### src/rtl/adc_ram_rdr_if.sv
// adc_ram_rdr_if: command, RAM read port and sample stream bundle for adc_ram_rdr
//   start/base_addr/num_words/busy/done : command side
//   raddr/rdat                          : adc_ram registered read port
//   s_data/s_valid/s_ready/s_last       : sample stream toward the datapath
//   slave modport = reader, master modport = its environment
interface adc_ram_rdr_if #(
    parameter int DWIDTH = 160,
    parameter int AWIDTH = 13,
    parameter int SWIDTH = 16
);
    logic              start;
    logic [AWIDTH-1:0] base_addr;
    logic [AWIDTH:0]   num_words;
    logic              busy;
    logic              done;
    logic [AWIDTH-1:0] raddr;
    logic [DWIDTH-1:0] rdat;
    logic [SWIDTH-1:0] s_data;
    logic              s_valid;
    logic              s_ready;
    logic              s_last;
    modport slave (
        input  start, base_addr, num_words, rdat, s_ready,
        output busy, done, raddr, s_data, s_valid, s_last
    );
    modport master (
        output start, base_addr, num_words, rdat, s_ready,
        input  busy, done, raddr, s_data, s_valid, s_last
    );
endinterface

### src/rtl/adc_ram_rdr.sv
// adc_ram_rdr: streams num_words RAM words from base_addr as SWIDTH-bit samples
//   clk, rst : clock and synchronous active-high reset
//   bus      : adc_ram_rdr_if.slave (command, RAM read port, sample stream)
module adc_ram_rdr #(
    parameter int DWIDTH = 160,
    parameter int AWIDTH = 13,
    parameter int SWIDTH = 16
) (
    input  logic         clk,
    input  logic         rst,
    adc_ram_rdr_if.slave bus
);
    localparam int LANES = DWIDTH / SWIDTH;
    localparam int LW    = $clog2(LANES + 1);
    typedef enum logic [1:0] {IDLE, RUN, DONE} state_t;
    state_t            r_state, w_next;
    logic [AWIDTH-1:0] r_raddr;
    logic [AWIDTH:0]   r_rem;
    logic [AWIDTH:0]   r_pop_rem;
    logic              r_zero;
    logic              r_d1, r_d2;
    logic [DWIDTH-1:0] r_fifo [4];
    logic [1:0]        r_wp, r_rp;
    logic [2:0]        r_cnt;
    logic [DWIDTH-1:0] r_word;
    logic [LW-1:0]     r_lane;
    logic              r_valid;
    logic              r_last_word;
    logic              w_accept, w_issue, w_hs, w_end, w_pop;
    logic [1:0]        w_infl;
    logic [2:0]        w_used;
    assign w_accept = (r_state == IDLE) & bus.start;
    assign w_infl   = {1'b0, r_d1} + {1'b0, r_d2};
    // FIFO slots already promised to reads still travelling through the RAM
    assign w_used   = r_cnt + {1'b0, w_infl};
    assign w_issue  = (w_accept & (bus.num_words != '0)) |
                      ((r_state == RUN) & (r_rem != '0) & (w_used < 3'd4));
    assign w_hs     = r_valid & bus.s_ready;
    assign w_end    = r_lane == LW'(LANES - 1);
    // reload on the last lane's handshake so back-to-back words have no bubble
    assign w_pop    = (~r_valid | (w_hs & w_end)) & (r_cnt != 3'd0);
    // an empty command passes one cycle in RUN so done lands two cycles after start
    always_comb begin
        w_next = r_state;
        w_next = (r_state == IDLE) ? (bus.start ? RUN : IDLE) :
                 (r_state == RUN)  ? ((r_zero | (w_hs & w_end & r_last_word)) ? DONE : RUN) :
                 IDLE;
    end
    always_ff @(posedge clk) begin
        if (rst) r_state <= IDLE;
        else r_state <= w_next;
    end
    always_ff @(posedge clk) begin
        if (r_d2) r_fifo[r_wp] <= bus.rdat;
    end
    always_ff @(posedge clk) begin
        if (rst) begin
            r_raddr     <= '0;
            r_rem       <= '0;
            r_pop_rem   <= '0;
            r_zero      <= 1'b0;
            r_d1        <= 1'b0;
            r_d2        <= 1'b0;
            r_wp        <= '0;
            r_rp        <= '0;
            r_cnt       <= '0;
            r_word      <= '0;
            r_lane      <= '0;
            r_valid     <= 1'b0;
            r_last_word <= 1'b0;
        end else begin
            if (w_accept) r_zero <= bus.num_words == '0;
            if (w_issue) r_raddr <= (r_state == IDLE) ? bus.base_addr : r_raddr + AWIDTH'(1);
            r_rem <= (w_accept ? bus.num_words : r_rem) - {{AWIDTH{1'b0}}, w_issue};
            r_d1  <= w_issue;
            r_d2  <= r_d1;
            if (r_d2) r_wp <= r_wp + 2'd1;
            r_cnt <= r_cnt + {2'b0, r_d2} - {2'b0, w_pop};
            if (w_accept) r_pop_rem <= bus.num_words;
            if (w_pop) begin
                r_word      <= r_fifo[r_rp];
                r_rp        <= r_rp + 2'd1;
                r_lane      <= '0;
                r_valid     <= 1'b1;
                r_last_word <= r_pop_rem == (AWIDTH+1)'(1);
                r_pop_rem   <= r_pop_rem - (AWIDTH+1)'(1);
            end else if (w_hs) begin
                r_word <= r_word >> SWIDTH;
                r_lane <= r_lane + LW'(1);
                if (w_end) r_valid <= 1'b0;
            end
        end
    end
    assign bus.raddr   = r_raddr;
    assign bus.s_data  = r_word[SWIDTH-1:0];
    assign bus.s_valid = r_valid;
    assign bus.s_last  = r_valid & r_last_word & w_end;
    assign bus.busy    = r_state != IDLE;
    assign bus.done    = r_state == DONE;
endmodule

### src/flat_wrapper.sv
// flat-port wrapper written by rule: the top's interface ports become plain ports
module adc_ram_rdr_flat 
#(
    parameter int DWIDTH = 160,
    parameter int AWIDTH = 13,
    parameter int SWIDTH = 16
)
  (clk, rst, bus_start, bus_base_addr, bus_num_words, bus_rdat, bus_s_ready, bus_busy, bus_done, bus_raddr, bus_s_data, bus_s_valid, bus_s_last);
  adc_ram_rdr_if #(.DWIDTH(DWIDTH), .AWIDTH(AWIDTH), .SWIDTH(SWIDTH)) bus_i ();
  input  logic clk;
  input  logic rst;
  input wire logic [$bits(bus_i.start)-1:0] bus_start;
  input wire logic [$bits(bus_i.base_addr)-1:0] bus_base_addr;
  input wire logic [$bits(bus_i.num_words)-1:0] bus_num_words;
  input wire logic [$bits(bus_i.rdat)-1:0] bus_rdat;
  input wire logic [$bits(bus_i.s_ready)-1:0] bus_s_ready;
  output wire logic [$bits(bus_i.busy)-1:0] bus_busy;
  output wire logic [$bits(bus_i.done)-1:0] bus_done;
  output wire logic [$bits(bus_i.raddr)-1:0] bus_raddr;
  output wire logic [$bits(bus_i.s_data)-1:0] bus_s_data;
  output wire logic [$bits(bus_i.s_valid)-1:0] bus_s_valid;
  output wire logic [$bits(bus_i.s_last)-1:0] bus_s_last;
  assign bus_i.start = bus_start;
  assign bus_i.base_addr = bus_base_addr;
  assign bus_i.num_words = bus_num_words;
  assign bus_i.rdat = bus_rdat;
  assign bus_i.s_ready = bus_s_ready;
  assign bus_busy = bus_i.busy;
  assign bus_done = bus_i.done;
  assign bus_raddr = bus_i.raddr;
  assign bus_s_data = bus_i.s_data;
  assign bus_s_valid = bus_i.s_valid;
  assign bus_s_last = bus_i.s_last;
  adc_ram_rdr #(.DWIDTH(DWIDTH), .AWIDTH(AWIDTH), .SWIDTH(SWIDTH)) u_core (.clk(clk), .rst(rst), .bus(bus_i));
endmodule
### config.mk
export PLATFORM = sky130hd
export DESIGN_NAME = adc_ram_rdr_flat
export DESIGN_NICKNAME = d
export VERILOG_FILES = /design/src/rtl/adc_ram_rdr_if.sv /design/src/rtl/adc_ram_rdr.sv /design/src/flat_wrapper.sv
export SDC_FILE = /design/constraint.sdc
export NUM_CORES = 1
export LEC_CHECK = 0
export BUFFER_PORTS_ARGS = -buffer_cell sky130_fd_sc_hd__buf_4
export CAP_MARGIN = 20
export CORE_UTILIZATION = 25
export DETAILED_ROUTE_END_ITERATION = 10
export GPL_ROUTABILITY_DRIVEN = 0
export PLACE_DENSITY = 0.38
export SYNTH_ARGS = -nofsm -noshare
export SYNTH_HDL_FRONTEND = slang
export SYNTH_SLANG_ARGS = --single-unit
### constraint.sdc
create_clock -name clk -period 5.15 [get_ports clk]
set_input_delay 0.515 -clock clk [delete_from_list [all_inputs] [get_ports clk]]
set_output_delay 0.515 -clock clk [all_outputs]
set_load 0.005 [all_outputs]
# ---- Word level (Yosys, flattened, before mapping)
# Memory sizes are Yosys's and may differ from the RTL's. A register that Yosys moved wholly into a read port is not among the register bits.
# Index checks and enable logic that the tools add are counted.
dict set report word_totals {
  regBits 219
  output_inout_bits 33
  in_bits 191
  n_memories 1
  elab_cells 72
  ramBits 640
}
dict set report op_classes {
  n_mux 17
  n_eq_ne 4
  reduce_logical 11
  n_bitwise 14
  n_addsub 10
  magnitude_cmp 1
}
# memory words width rd rd_clocked_by_memory_dff write_ports line
set memory_table {}
lappend memory_table {u_core.r_fifo 4 160 1 1 1 adc_ram_rdr.sv:22} ;# logic [DWIDTH-1:0] r_fifo [4];
# cell n
set ops {}
lappend ops {{two-way mux 160 bit} 2}
lappend ops {{two-way mux 14 bit} 3}
lappend ops {{nonzero test 14 bit} 2}
lappend ops {{== test 14 x 1 -> 1 bit (second input constant)} 1}
lappend ops {{logical NOT 14 bit} 1}
lappend ops {{subtractor 14 x 1 -> 14 bit} 1}
lappend ops {{subtractor 14 x 1 -> 14 bit (second input constant)} 1}
lappend ops {{adder 13 x 1 -> 13 bit (second input constant)} 1}
lappend ops {{two-way mux 13 bit} 1}
lappend ops {{bitwise AND 1 bit} 10}
lappend ops {{two-way mux 2 bit} 5}
lappend ops {{nonzero test 2 bit} 4}
lappend ops {{two-way mux 1 bit} 6}
lappend ops {{adder 2 x 1 -> 2 bit (second input constant)} 2}
lappend ops {{adder 4 x 1 -> 4 bit (second input constant)} 1}
lappend ops {{== test 4 bit (second input constant)} 1}
lappend ops {{adder 3 x 1 -> 3 bit} 1}
lappend ops {{adder 3 x 2 -> 3 bit} 1}
lappend ops {{less-than comparator 3 bit (second input constant)} 1}
lappend ops {{bitwise OR 1 bit} 3}
lappend ops {{nonzero test 3 bit} 1}
lappend ops {{subtractor 3 x 1 -> 3 bit} 1}
lappend ops {{adder 1 x 1 -> 2 bit} 1}
lappend ops {{== test 2 x 1 -> 1 bit (second input constant)} 1}
lappend ops {{other kinds (5)} 5}

# ---- Logic depth before layout (Yosys ltp)
dict set report logic_depth {
  word_depth 7
  depth_mapped 13
  ltp_nobuf 13
}

# ---- Least setup slack after synthesis
# OpenSTA, ideal clock, no wires.
dict set report synth_path {
  path_type {reg2reg}
  startpoint {reg u_core.r_wp[0]}
  endpoint {mem u_core.r_fifo[0][0], enable pin}
  path_slack_ns 0.415
  t_arrival_ns 4.196
  stages_incl_launch_ff 4
  n_path_buf 0
  t_required_ns 4.612
  path_cell_list {dfxtp_1 -> inv_1 -> ha_1 -> and2_1}
}
# item line
set synth_lines {}
lappend synth_lines {{start: declaration} adc_ram_rdr.sv:23} ;# logic [1:0] r_wp, r_rp;
lappend synth_lines {{start signal: assignment} adc_ram_rdr.sv:77} ;# if (r_d2) r_wp <= r_wp + 2'd1;
lappend synth_lines {{end: declaration} adc_ram_rdr.sv:22}
# No word-level cell before the write port.

# ---- Worst setup path in the final report
dict set report layout_path {
  startpoint {reg u_core.r_cnt[0]}
  endpoint {reg u_core.r_rem[12]}
}
dict set report layout_via {
  elab_chain_len 5
}
# item line
set layout_lines {}
lappend layout_lines {{start: declaration} adc_ram_rdr.sv:24} ;# logic [2:0] r_cnt;
lappend layout_lines {{start signal: assignment} adc_ram_rdr.sv:78} ;# r_cnt <= r_cnt + {2'b0, r_d2} - {2'b0, w_pop};
lappend layout_lines {{adder 3 x 2 -> 3 bit} adc_ram_rdr.sv:35} ;# assign w_used = r_cnt + {1'b0, w_infl};
lappend layout_lines {{less-than comparator 3 bit} adc_ram_rdr.sv:37} ;# ((r_state == RUN) & (r_rem != '0) & (w_used < 3'd4));
lappend layout_lines {{bitwise AND 1 bit} adc_ram_rdr.sv:37}
lappend layout_lines {{bitwise OR 1 bit} adc_ram_rdr.sv:36} ;# assign w_issue = (w_accept & (bus.num_words != '0)) |
lappend layout_lines {{net u_core.w_issue} adc_ram_rdr.sv:29} ;# logic w_accept, w_issue, w_hs, w_end, w_pop;
lappend layout_lines {{subtractor 14 x 1 -> 14 bit} adc_ram_rdr.sv:74} ;# r_rem <= (w_accept ? bus.num_words : r_rem) - {{AWIDTH{1'b0}}, w_issue};
lappend layout_lines {{end signal: assignment} adc_ram_rdr.sv:74}
lappend layout_lines {{end: declaration} adc_ram_rdr.sv:18} ;# logic [AWIDTH:0] r_rem;
# The timed path passes the listed nets, and every way through them passes these cells.
# A chain may end at the register's enable or synchronous reset.

==> results.toml <==
[finish]
n_fill_cell = 13000
stdcell_area_um2 = 41900
layout_common_cells = "edfxtp_1 (640), nand2_1 (334), buf_4 (240)"
final_common_cell = "edfxtp_1"
drive_gt1_frac = 0.229
final_nets = 2704
area_growth_pct = 26.1

[sta]
worst_slack_ns = 1.41
fin_worst_skew_ns = 0.0291
slew_headroom = 0.234
max_freq_mhz = 267
fin_crit_sh = 0.727
tightest_slew_ns = 1.14
rsz0062_at_grt = "false"
slew_violations = 0
period_needed_ns = 3.74
final_hold_viol_count = 0
finalSetupViolations = 0
setup_tns_ns = 0

[placement]
hpwl_um = 56100
place_ws_ns = 1.38
portBuffers = 223
placed_cell_area_um2 = 36800

[clock_tree]
cts.path.max_buffers = 3
htree_levels = 3
path_clk_slew_ns = 0.06
cts_tree = "built"
ctsResizeCount = 0
post_cts_buffers = 0
numCtsBuffers = 102
numClockSinks = 861
cts_root_buf = "clkbuf_16"
clkLatencyLatePin_ns = 0.72

[yosys]
synthArstFlopShare = 0
synth_top_area_share = 0.578
synth_flop_cell = "edfxtp_1"
synth_area_leaders = "edfxtp_1 (58%), dfxtp_1 (13%), mux4_2 (11%)"
synth_compound_area_frac = 0.0588
synth_seq_cells = 861
yosys_warnings = 0
synth_simple_gate_area_frac = 0.0814
synthCells = 2140
synth_fa_ha_area_frac = 0.00625
synth_mux_area_frac = 0.112
syn_nets = 2347
synth-xor-area-share = 0.00764
synth_cell_type_count = 68
synth_edf_count = 640
synth_top_area_cell = "edfxtp_1"
syn_area_um2 = 33200
ys_seq_area_frac = 0.711
synth_top_family_by_area = "multiplexers"
synth_area_per_cell_um2 = 15.5

[power]
p_int_w = 0.0146
pwr_density_cell_nw_per_um2 = 494
switching_power_w = 0.00608
switching_share = 0.294
p_clk_frac = 0.356
p_comb_frac = 0.214
vdd_drop_max_mv = 0.527
p_seq_frac = 0.431
total_leakage_power_nw = 13.6

[critical_path]
path_class = "flip-flop to flip-flop"
endpoint_kind = "flip-flop"
worstPathRequired_ns = 5.71
crit_path_max_incr_delay_ns = 0.66
crit_family = "simple AND/OR/NAND/NOR gates"
crit_path_frequent_cell = "ha_1"
cp_cell_sequence = "ha_1 > a21oi_1 > o2bb2ai_1 > nor3b_2 > nor2_8 > inv_6 > ha_1 > ha_1 > or4b_2 > or3_1 > a21bo_1 > xnor2_1 > nor2_1"
cpMaxStageDelayCell = "or4b_2"
arrival_ns = 4.30
crit_fanout = 9
cp.buffers_inverters = 1
critPathLaunchType = "flip-flop"

[grt]
grt_pass1_wl_um = 140000
grt_pass1_vias = 21000
grt_start_max_net_pins = 182
grt.total_usage = 0.139
grt-ovfl-total = 0
antenna_found_initial = 16

[drt]
drt_drc_violations_left = 0
num_vias = 19800
dr.pass1.iters = 5
drt-wirelength-per-cell_um = 21.6
ant_nets = 0
drt_iter0_drc = 1127
via_per_inst = 4.56
drt_wl_total_um = 93800

[floorplanning]
die_h_um = 367
io_pins = 224
initial_utilization = 0.253
core_area_um2 = 132000
dieWidth_um = 367
die-area_um2 = 134000
rows = 133

[run]
drv_cap = 0

[outcome]
outcome = "finished, final reports clean"

[min_path]
worstHoldPathType = "input pin to flip-flop"
[synth_stat cells, types with 2 or more instances]
library cell / count
or4_4: 2
o21ai_1: 3
o2bb2ai_1: 2
nand4b_1: 3
nor2b_1: 5
clkbuf_1: 97
buf_2: 28
inv_1: 11
nand3_1: 27
ha_1: 15
a31oi_1: 10
mux2i_1: 11
or4_1: 2
nor3_1: 14
a31o_1: 2
o311ai_0: 5
a211oi_1: 6
nor2_1: 198
a311oi_1: 145
edfxtp_1: 640
or3_1: 10
o41ai_1: 3
o221ai_1: 2
and4_1: 2
xor2_1: 11
o21ai_0: 10
dfxtp_1: 221
nand2b_1: 3
buf_1: 18
and2_1: 7
a21oi_1: 33
nand4_1: 12
a221oi_1: 2
nor4_1: 12
mux4_2: 160
a32oi_1: 2
xnor2_1: 18
nand2_1: 335
o211ai_1: 8
buf_4: 17
[layout make-up]
cell class | instances | area, um2 | share of cell area
Antenna cell | 4 | 10.0 | 0.000239
Clock buffer | 140 | 2860 | 0.0682
Clock inverter | 52 | 624 | 0.0149
Inverter | 14 | 57.6 | 0.00137
Multi-Input combinational cell | 1105 | 8880 | 0.212
Sequential cell | 861 | 23700 | 0.564
Tap cell | 1755 | 2200 | 0.0524
Timing Repair Buffer | 413 | 3660 | 0.0872
[state kept, by name, summed over array words and instances, names as in the netlist, named ones only]
name	count
u_core.r_fifo	640
u_core.r_word	160
u_core.r_pop_rem	14
u_core.r_rem	14
u_core.bus.raddr	13
u_core.r_lane	4
u_core.r_cnt	3
u_core.r_rp	2
u_core.r_state	2
u_core.r_wp	2
u_core.bus.s_valid	1
u_core.r_d1	1
u_core.r_d2	1
u_core.r_last_word	1
u_core.r_zero	1
[power groups by stage]
| stage | combinational, W | sequential, W | clock, W |
|---|---|---|---|
| global route | 0.00491 | 0.00903 | 0.00788 |
| floorplan | 0.00328 | 0.00868 | 0 |
| detailed placement | 0.00443 | 0.00908 | 0 |
| global placement | 0.00440 | 0.00906 | 0 |
| CTS | 0.00456 | 0.00895 | 0.00762 |
| finish | 0.00443 | 0.00891 | 0.00737 |
[per-stage QoR]
| step | hold slack (ns) | utilization | total power [W] | std cells |
|---|---|---|---|---|
| finish | 0.0980 | 0.319 | 0.0207 | 4344 |
| global route | 0.0817 | 0.319 | 0.0218 | 4342 |
| CTS | 0.0285 | 0.318 | 0.0211 | 4340 |
| detailed placement | 0.462 | 0.280 | 0.0135 | 3988 |
| global placement | 0.460 | 0.280 | 0.0135 | 3988 |
| floorplan | 0.432 | - | 0.0120 | 2140 |
[worst register-to-register path: stages (launching register included)]
cell       delay, ns
dfxtp_1         0.33
ha_1            0.32
a21oi_1         0.16
o2bb2ai_1       0.13
nor3b_2         0.54
nor2_8          0.11
inv_6           0.11
ha_1            0.20
ha_1            0.26
or4b_2          0.66
or3_1           0.38
a21bo_1         0.19
xnor2_1         0.15
nor2_1          0.05
[kinds of logic after synthesis]
group | Yosys count
compound gates | 245
simple gates | 643
xor+xnor | 29
flops | 861
fa+ha+maj | 16
buf+inv | 174
mux | 172
[final timing paths]
check                                      start                                 to  slack [ns]  cells after the start
hold / removal                 bus_num_words[11]  u_core.r_pop_rem[11]$_SDFFE_PP0P_         0.1                      3
hold reg to reg   u_core.r_word[35]$_SDFFE_PP0P_     u_core.r_word[19]$_SDFFE_PP0P_        0.46                      2
setup reg to reg      u_core.r_cnt[0]$_SDFF_PP0_        u_core.r_rem[12]$_SDFF_PP0_        1.41                     13
setup / recovery      u_core.r_cnt[0]$_SDFF_PP0_        u_core.r_rem[12]$_SDFF_PP0_        1.41                     13
[layer usage]
metal | track usage | routed length, um
met1 | 0.185 | 42600
met5 | 0 | 111
met3 | 0.0290 | 4560
met4 | 0.0418 | 2020
met2 | 0.228 | 44500
[what timing repair did]
action,4_1_cts,5_1_grt
endpoints found under the setup margin,0,0
endpoints found under the hold margin,640,0
hold buffers,160,0
(Power assumes the default switching activity.)
